$ cat src/rtl/scoreboard_hazard.sv
// Register scoreboard with per-register latency down-counters and a multi-cycle
// unit occupancy counter. It produces per-stage stall/flush controls for a pipeline.
module scoreboard_hazard #(
    parameter  int NREG     = 32,
    parameter  int NSRC     = 2,
    parameter  int ALU_LAT  = 1,
    parameter  int LOAD_LAT = 2,
    parameter  int MUL_LAT  = 4,
    localparam int ADDR_W   = $clog2(NREG),
    localparam int MAX_LAT  = (ALU_LAT > LOAD_LAT)
                              ? ((ALU_LAT > MUL_LAT) ? ALU_LAT : MUL_LAT)
                              : ((LOAD_LAT > MUL_LAT) ? LOAD_LAT : MUL_LAT),
    localparam int CNT_W    = $clog2(MAX_LAT + 1)
) (
    input  logic                   clk,
    input  logic                   reset,
    input  logic                   d_valid,
    input  logic [NSRC*ADDR_W-1:0] rs,
    input  logic [NSRC-1:0]        src_en,
    input  logic [ADDR_W-1:0]      rd,
    input  logic                   wr,
    input  logic [1:0]             op_class,
    input  logic                   ebranch,
    input  logic                   i_wait,
    input  logic                   d_wait,
    output logic                   stallF,
    output logic                   stallD,
    output logic                   stallE,
    output logic                   stallM,
    output logic                   flushF,
    output logic                   flushD,
    output logic                   flushE,
    output logic                   flushM,
    output logic                   mul_busy,
    output logic [NREG-1:0]        pending
);

    typedef enum logic [1:0] {
        OP_NONE = 2'd0,
        OP_ALU  = 2'd1,
        OP_LOAD = 2'd2,
        OP_MUL  = 2'd3
    } op_e;

    logic [CNT_W-1:0]  cnt [NREG];
    logic [CNT_W-1:0]  busy;
    op_e               op;
    logic [CNT_W-1:0]  lat_d;
    logic [ADDR_W-1:0] src_addr;
    logic              raw_haz;
    logic              waw_haz;
    logic              str_haz;
    logic              haz;
    logic              issue;
    logic              freeze;
    logic              load_rd;

    assign op = op_e'(op_class);

    always_comb begin
        lat_d = '0;
        unique case (op)
            OP_ALU:  lat_d = CNT_W'(ALU_LAT);
            OP_LOAD: lat_d = CNT_W'(LOAD_LAT);
            OP_MUL:  lat_d = CNT_W'(MUL_LAT);
            default: lat_d = '0;
        endcase
    end

    always_comb begin
        raw_haz  = 1'b0;
        src_addr = '0;
        for (int unsigned j = 0; j < NSRC; j++) begin
            src_addr = rs[j*ADDR_W +: ADDR_W];
            if (src_en[j] && (src_addr != '0) && (cnt[src_addr] != '0))
                raw_haz = 1'b1;
        end
    end

    // A younger write may not retire before an older one still in flight.
    assign waw_haz = wr && (rd != '0) && (op != OP_NONE) && (cnt[rd] > lat_d);
    assign str_haz = (op == OP_MUL) && (busy != '0);
    assign haz     = d_valid && (raw_haz || waw_haz || str_haz);
    assign issue   = d_valid && !d_wait && !ebranch && !haz;
    assign freeze  = d_wait || (ebranch && i_wait);
    assign load_rd = issue && wr && (rd != '0) && (op != OP_NONE);

    always_comb begin
        stallF = 1'b0;
        stallD = 1'b0;
        stallE = 1'b0;
        stallM = 1'b0;
        flushF = 1'b0;
        flushD = 1'b0;
        flushE = 1'b0;
        flushM = 1'b0;
        if (d_wait) begin
            stallF = 1'b1;
            stallD = 1'b1;
            stallE = 1'b1;
            stallM = 1'b1;
            flushM = 1'b1;
        end else if (ebranch && i_wait) begin
            stallF = 1'b1;
            stallE = 1'b1;
            flushD = 1'b1;
        end else if (ebranch) begin
            flushF = 1'b1;
            flushD = 1'b1;
        end else if (haz) begin
            stallF = 1'b1;
            stallD = 1'b1;
            flushE = 1'b1;
        end else if (i_wait) begin
            stallF = 1'b1;
        end
    end

    // Entry 0 is only ever cleared, so it always reads as not pending.
    always_ff @(posedge clk or posedge reset) begin
        if (reset) begin
            for (int unsigned i = 0; i < NREG; i++)
                cnt[i] <= '0;
            busy <= '0;
        end else if (!freeze) begin
            for (int unsigned i = 1; i < NREG; i++)
                cnt[i] <= (cnt[i] != '0) ? cnt[i] - CNT_W'(1) : '0;
            if (load_rd)
                cnt[rd] <= lat_d;
            if (issue && (op == OP_MUL))
                busy <= CNT_W'(MUL_LAT);
            else
                busy <= (busy != '0) ? busy - CNT_W'(1) : '0;
        end
    end

    assign mul_busy = (busy != '0);

    always_comb begin
        pending = '0;
        for (int unsigned i = 0; i < NREG; i++)
            pending[i] = (cnt[i] != '0);
    end

endmodule

$ cat config.mk
export PLATFORM = sky130hd
export DESIGN_NAME = scoreboard_hazard
export DESIGN_NICKNAME = d
export VERILOG_FILES = /design/src/rtl/scoreboard_hazard.sv
export SDC_FILE = /design/constraint.sdc
export NUM_CORES = 1
export LEC_CHECK = 0
export ABC_AREA = 1
export CAP_MARGIN = 25
export CORE_AREA = 3 3 140 142
export CTS_CLUSTER_DIAMETER = 50
export CTS_CLUSTER_SIZE = 8
export DETAILED_ROUTE_END_ITERATION = 7
export DIE_AREA = 0 0 143 145
export PLACE_DENSITY_LB_ADDON = 0.1
export REMOVE_ABC_BUFFERS = 1
export SKIP_LAST_GASP = 1
export SLEW_MARGIN = 5
export SYNTH_ARGS = -nofsm -noshare
export SYNTH_HDL_FRONTEND = slang
export SYNTH_SLANG_ARGS = --single-unit
$ cat constraint.sdc
create_clock -name clk -period 4.1 [get_ports clk]
set_input_delay 0.82 -clock clk [delete_from_list [all_inputs] [get_ports clk]]
set_output_delay 0.82 -clock clk [all_outputs]
set_load 0.05 [all_outputs]
==> metrics.md, run 1 <==
| Metric | Value |
|---|---|
| EDFF count, synth | 0 |
| Area after DPL | 11100 sq um |
| CP endpoint kind | output pin |
| Status | finished with violations |
| Hold_sp | cnt[94] |
| Internal Power | 1.79 mW |
| Fillers | 1752 |
| P per Cell Area | 238 nW/um^2 |
| Async SR Flop Fraction | 100% |
| Initial Util | 52.7% |
| Die width | 143 microns |
| Net switching power | 0.998 mW |
| CP required | 3.28 ns |
| Core ar. | 18600 sq um |
| Period utilization | 104% |
| Share of cells above drive strength 1 | 9.44% |
| WHS Path Cells | 0 |
| Reg2reg start | cnt[68] |
| Hold-fix buffers, CTS | 0 |
| # IOs | 67 |
| Final setup TNS | -0.393 ns |
| Largest net degree at the start of global routing | 98 |
| Share of the synthesized area in the top cell type | 27.9% |
| Crit-path max FO | 6 |
| Final Hold Fails | 0 |
| Failing checks | negative setup slack |
| Hold worst-path end | cnt[94] |
| Sequential share of power | 37.1% |
| Via density | 5.71 |
| Hold Crit Class | reg2reg |
| Clock Path Buffers | 2 |
| Comb power frac | 29.6% |
| Total Routing Usage GR | 33.3% |
| Post-Syn Instances | 1662 |
| Clock share of power | 33.3% |
| Final WS setup | -0.178 ns |
| Placer congestion estimate | 1.07 |
| Most frequent cells after synthesis | nand2_1 (728), inv_1 (188), o21ai_0 (152), nand4_1 (102), dfrtp_1 (99) |
| Post-DP HPWL | 24200 microns |
| Die boundary height | 145 microns |
| Antenna violations before repair | 0 |
| Seq/Total Area, Yosys | 25.3% |
| Top cells by area, synth | nand2_1 (28%), dfrtp_1 (25%), ha_1 (8.6%), o21ai_0 (7.8%), inv_1 (7.2%) |
| Critical Path Start Type | input port |
| Routed WL | 34800 microns |
| Post-DRT Antenna Nets | 0 |
| Via count | 11300 |
| Sw frac | 35.8% |
| Vias in the first global route | 10100 |
| Inserted Diodes | 0 |
| Layout area overhead | 19.7% |
| Number of detailed-route iterations in the first pass | 6 |
| Rows | 50 |
| Fmax | 234 MHz |
| Max-Cap Viols | 0 |
| #FFs+latches synth | 99 |
| Grt total ovfl | 0 |
| Post-Layout Inst Area | 11700 sq um |
| Mapped Avg Cell Area | 5.89 sq um |
| Placed Instances | 1957 |
| Final Instance Count excl. Fillers | 1982 |
| Ys flop type | dfrtp_1 |
| Port-buffer cells | 66 |
| CTS tree | yes |
| R2R Path End | cnt[10] |
| Drt wl/cell | 17.6 microns |
| Starting DRT DRC Count | 1229 |
| Netlist Area Pre-Place | 9790 sq um |
| Clock-pin slew on the worst setup and hold paths | 0.07 ns |
| H-tree depth | 3 |
| Slew margin rel. | 48.1% |
| Most frequent cell after synthesis | nand2_1 |
| CP Class | in2out |
| Die area | 20700 sq um |
| Nets | 1838 |
| Final setup vio count | 3 |
| Peak VDD IR | 0.189 mV |
| Yosys warns | 0 |
| First-pass GRT wire length | 55600 microns |
| CTS root buf | clkbuf_16 |
| CTS buffer count | 9 |
| Cell taking the most area after synthesis | nand2_1 |
| RSZ-0062 raised after global routing | true |
| Reg2Reg Depth | 19 |
| Clock Skew | 0.00787 ns |
| Sink Count | 99 |
| Worst slew pin tran | 0.779 ns |
| Crit path DAT | 3.46 ns |
| DRC viols | 0 |
| Clk Latency, worst-skew pair | 0.36 ns |
| Max-slew violations | 0 |
| Reg-to-reg slack, setup | 0.73 ns |
| Leak pwr | 6.47 nW |
| Min Tclk post-route | 4.28 ns |
| Synth cell types | 30 |
| DP Worst Slack | -0.919 ns |
## what timing repair did
item | in CTS | in global routing
buffers inserted | 3 | 7
gates cloned | 1 | 0
setup endpoints to repair | 79 | 3
pin swaps | 18 | 17
resized for setup | 66 | 22
## through the flow
stage | utilization (%) | power, mW | hold slack (ns)
after floorplan | - | 1.48 | 0.374
after global placement | 59.6 | 1.82 | 0.392
after detailed placement | 59.6 | 1.83 | 0.394
after CTS | 62.3 | 2.77 | 0.410
after global routing | 63.1 | 2.90 | 0.420
final | 63.1 | 2.79 | 0.409
## worst max-delay path: stages
cell      delay, ns
buf_12         0.11
clkinv_8       0.05
nand2_4        0.09
buf_6          0.12
o22ai_1        0.09
o21ai_2        0.16
nand2_1        0.08
a221oi_2       0.19
nand4_1        0.12
ha_1           0.30
nand2_2        0.08
nor2_2         0.05
a211oi_2       0.18
a211oi_2       0.07
a21oi_1        0.15
nand2_2        0.09
nor2_4         0.15
nor2_2         0.05
nand2_2        0.07
nand2_2        0.05
or2_4          0.23
buf_8          0.15
## cells by family after synthesis
| kind of cell | Yosys count | synth area share [%] |
|---|---|---|
| AO/OA/AOI/OAI | 217 | 12.1 |
| AND/OR/NAND/NOR | 997 | 42.1 |
| adder cells (fa/ha/maj) | 67 | 8.56 |
| flip-flops | 99 | 25.3 |
| buffers and inverters | 282 | 12.0 |
## cells in the final DEF, fill, tap and decap left out, types with 2 or more instances in the layout
cell	instances
nand2_1	723
inv_1	181
o21ai_0	142
nand4_1	102
dfrtp_1	99
nor2_1	86
buf_4	76
ha_1	66
nand3_1	57
clkdlybuf4s50_1	57
o22ai_1	31
a21oi_1	13
buf_12	13
inv_2	10
o21ai_1	10
clkbuf_16	9
nor3_2	6
buf_6	6
nor2_4	5
nor3_1	5
nand2_2	4
a22oi_1	4
nor2_2	3
o221ai_1	3
a22oi_2	3
o221ai_2	3
buf_8	3
a211oi_2	2
nand2_4	2
inv_4	2
clkinv_2	2
or2_4	2
o22ai_2	2
clkbuf_1	2
bufinv_16	2
clkdlybuf4s15_2	2
## sequential cells by signal, summed over array words and instances (netlist names)
signal	cells
busy	3
cnt	96
## worst max-delay path by stage
stage,from,cells after the start,end,slack (ns)
final,rd[1],22,stallF,-0.18
after floorplan,ebranch,6,cnt[0],-4.72
after global placement,rd[1],21,stallF,-0.87
after detailed placement,rd[1],21,stallF,-0.92
after global routing,rd[1],24,stallF,-0.37
after CTS,rd[1],23,stallF,-0.28
## layout make-up
type	instances	area [sq um]	share of cell area, %
clock buffers	11	233	1.99
clock inverters	3	65.1	0.555
inverters	195	751	6.41
multi-input cells	1281	6320	53.9
flip-flops and latches	99	2480	21.1
well taps	234	293	2.50
repair buffers	159	1580	13.5
## power by group through the flow
stage / logic, mW / registers, mW / clock network [mW]
4_1_cts: 0.795 / 1.03 / 0.940
3_3_place_gp: 0.768 / 1.05 / 0
5_1_grt: 0.886 / 1.04 / 0.973
3_5_place_dp: 0.773 / 1.05 / 0
2_1_floorplan: 0.438 / 1.04 / 0
6_report: 0.824 / 1.04 / 0.929
## routing by layer
| layer | vias to the layer above | global-route usage, % | wire length [microns] |
|---|---|---|---|
| li1 | 5462 | - | - |
| met1 | 5082 | 47.2 | 14400 |
| met4 | 0 | 12.1 | 1270 |
| met2 | 676 | 51.3 | 15800 |
| met5 | - | 0 | 0 |
| met3 | 102 | 4.88 | 3370 |
No activity file was read; power rests on OpenSTA's default activity.
==> inputs of run 2 (changes only) <==
- CORE_AREA: 3 3 140 142 -> 3 3 124 185
- DIE_AREA: 0 0 143 145 -> 0 0 127 188
- GPL_TIMING_DRIVEN: unset -> 0
==> metrics.md, run 2 (synthesis gave the netlist of run 1 again) <==
| Metric | Value |
|---|---|
| Fin Hold WS | 0.409 ns (-0.000421 ns) |
| Number of detailed-route iterations in the first pass | 8 (+2) |
| Final setup vio count | 3 (unchanged) |
| Status | finished with violations |
| Port-buffer cells | 66 (unchanged) |
| CTS buffer count | 9 (unchanged) |
| Final setup TNS | -1.67 ns (-1.28 ns) |
| Layout area overhead | 19.3% |
| Clk Latency, worst-skew pair | 0.38 ns (+0.02 ns) |
| Rows | 66 (+32%) |
| Antenna violations before repair | 0 (unchanged) |
| Clock-pin slew on the worst setup and hold paths | 0.08 ns (about the same) |
| Initial Util | 45.2% (-7.4 points) |
| Die boundary height | 188 microns (+30%) |
| CP required | 3.28 ns (about the same) |
| Most common cell after layout, fill and taps aside | nand2_1 |
| WHS Path Cells | 0 (unchanged) |
| Via density | 5.63 (-1.5%) |
| Final Hold Fails | 0 (unchanged) |
| Drt wl/cell | 18.1 microns (+3.1%) |
| Hold Crit Class | reg2reg |
| Worst slew pin tran | 0.886 ns (+0.108 ns) |
| CP Class | in2out |
| RSZ-0062 raised after global routing | true |
| Fmax | 212 MHz (-9.3%) |
| Failing checks | negative setup slack |
| First-pass GRT wire length | 56900 microns (+2.4%) |
| Sink Count | 99 (unchanged) |
| Core ar. | 21600 sq um (+16%) |
| Vias in the first global route | 10500 (+3.6%) |
| Inserted Diodes | 0 (unchanged) |
| Reg-to-reg slack, setup | 0.44 ns (-0.29 ns) |
| # IOs | 67 (unchanged) |
| Max-Cap Viols | 0 (unchanged) |
| Slew margin rel. | 40.6% (-7.5 points) |
| Die area | 23900 sq um (+15%) |
| Largest net degree at the start of global routing | 97 (-1.0%) |
| Fillers | 2239 (+28%) |
| Peak VDD IR | 0.228 mV (+20%) |
| Clock Path Buffers | 2 (unchanged) |
| Final WS setup | -0.616 ns (-0.438 ns) |
| Hold worst-path end | cnt[94] |
| Most frequent cells in the layout | nand2_1 (721), inv_1 (180), o21ai_0 (143) |
| Biggest regs | cnt: 96 flops, busy: 3 flops |
| Crit-path max FO | 17 (+11) |
| DRC viols | 0 (unchanged) |
| Total Routing Usage GR | 29.9% (-3.4 points) |
| Nets | 1797 (-2.2%) |
| Period utilization | 115% (+11 points) |
| Routed WL | 35900 microns (+3.0%) |
| Hold-fix buffers, CTS | 0 (unchanged) |
| CP endpoint kind | output pin |
| Starting DRT DRC Count | 973 (-21%) |
| CTS root buf | clkbuf_16 |
| Leak pwr | 6.34 nW (-2.0%) |
| Max-slew violations | 0 (unchanged) |
| Crit path DAT | 3.90 ns (+0.44 ns) |
| Hold_sp | cnt[94] |
| Share of cells above drive strength 1 | 7.79% (-1.7 points) |
| Largest register FFs | 96 (unchanged) |
| H-tree depth | 3 (unchanged) |
| R2R Path End | cnt[2] |
| P per Cell Area | 250 nW/um^2 (+4.9%) |
| Post-DP HPWL | 22500 microns (-6.8%) |
| Critical Path Start Type | input port |
| Via count | 11100 (-1.6%) |
| Clock Skew | 0.0116 ns (+0.00376 ns) |
| Placer congestion estimate | 0.931 (-13%) |
| Grt total ovfl | 0 (unchanged) |
| Post-DRT Antenna Nets | 0 (unchanged) |
| Min Tclk post-route | 4.72 ns (+0.438 ns) |
| Reg with most FFs | cnt |
| Reg2reg start | cnt[17] |
| Reg2Reg Depth | 21 (+2) |
| Die width | 127 microns (-11%) |
| CTS tree | yes |
run 2: changes by cell type in the layout (fill, tap and decap cells not counted), sizes merged, moves of 2 or more:
cell / change
clkinv: +2
dlymetal6s2s: +2
buf: -46
clkinvlp: +3
inv: -3
nand4: +2
run 2: layer usage:
metal / routed length (microns) / global-route usage [%]
met2: 17400 / 50.7
met3: 2590 / 4.10
met5: 0 / 0
met4: 1260 / 12.2
met1: 14600 / 38.0
run 2: metrics by stage:
stage / power (mW) / worst slack (ns) / cell area (sq um) / std cells / utilization, %
after floorplan: 1.48 / -4.72 / 9350 / 1575 / -
after global placement: 1.75 / -11.83 / 10400 / 1913 / 47.8
after detailed placement: 1.82 / -3.94 / 10700 / 1933 / 49.6
after CTS: 2.90 / -0.555 / 11600 / 1976 / 53.6
after global routing: 3.03 / -0.734 / 11700 / 1980 / 54.0
final: 2.91 / -0.616 / 11700 / 1980 / 54.0
run 2: report_power, final:
| part | total [mW] | internal, mW | switching [mW] |
|---|---|---|---|
| clock network | 0.980 | 0.547 | 0.433 |
| registers | 1.03 | 1.00 | 0.0291 |
| logic | 0.899 | 0.291 | 0.608 |
run 2: final cells by class:
type | count | area [sq um] | share of cell area, %
clock inverters | 5 | 77.6 | 0.664
flip-flops and latches | 99 | 2480 | 21.2
repair buffers | 115 | 1320 | 11.3
inverters | 195 | 792 | 6.78
well taps | 272 | 340 | 2.91
multi-input cells | 1284 | 6430 | 55.1
clock buffers | 10 | 239 | 2.05
run 2: how the worst max path moves through the flow:
stage	from	end	slack [ns]	cells past startpoint
final	rs[6]	flushE	-0.62	22
after CTS	rd[1]	stallF	-0.55	23
after global placement	d_wait	stallE	-11.83	4
after detailed placement	rd[1]	stallF	-3.94	24
after floorplan	ebranch	cnt[0]	-4.72	6
after global routing	rd[3]	stallF	-0.73	20
run 2: repair_timing:
action / CTS / global route
buffers inserted: 24 / 3
gates cloned: 5 / 1
resized for setup: 120 / 11
pin swaps: 15 / 7
endpoints found under the setup margin: 99 / 92
run 2: critical path, stage by stage:
cell and delay, ns:
clkdlybuf4s50_1 0.85, inv_4 0.44, o21ai_0 0.15, nand2_1 0.08, nand2_1 0.05, nand2_1 0.06
nand2_1 0.05, nand2_1 0.05, inv_1 0.05, nand2_1 0.06, nand2_1 0.09, nand2_1 0.09
nand2_1 0.05, nor2_1 0.17, nor2_4 0.06, buf_12 0.13, nor2_4 0.08, nand2_2 0.06
buf_4 0.13, buf_4 0.13, nor2_4 0.07, buf_6 0.17
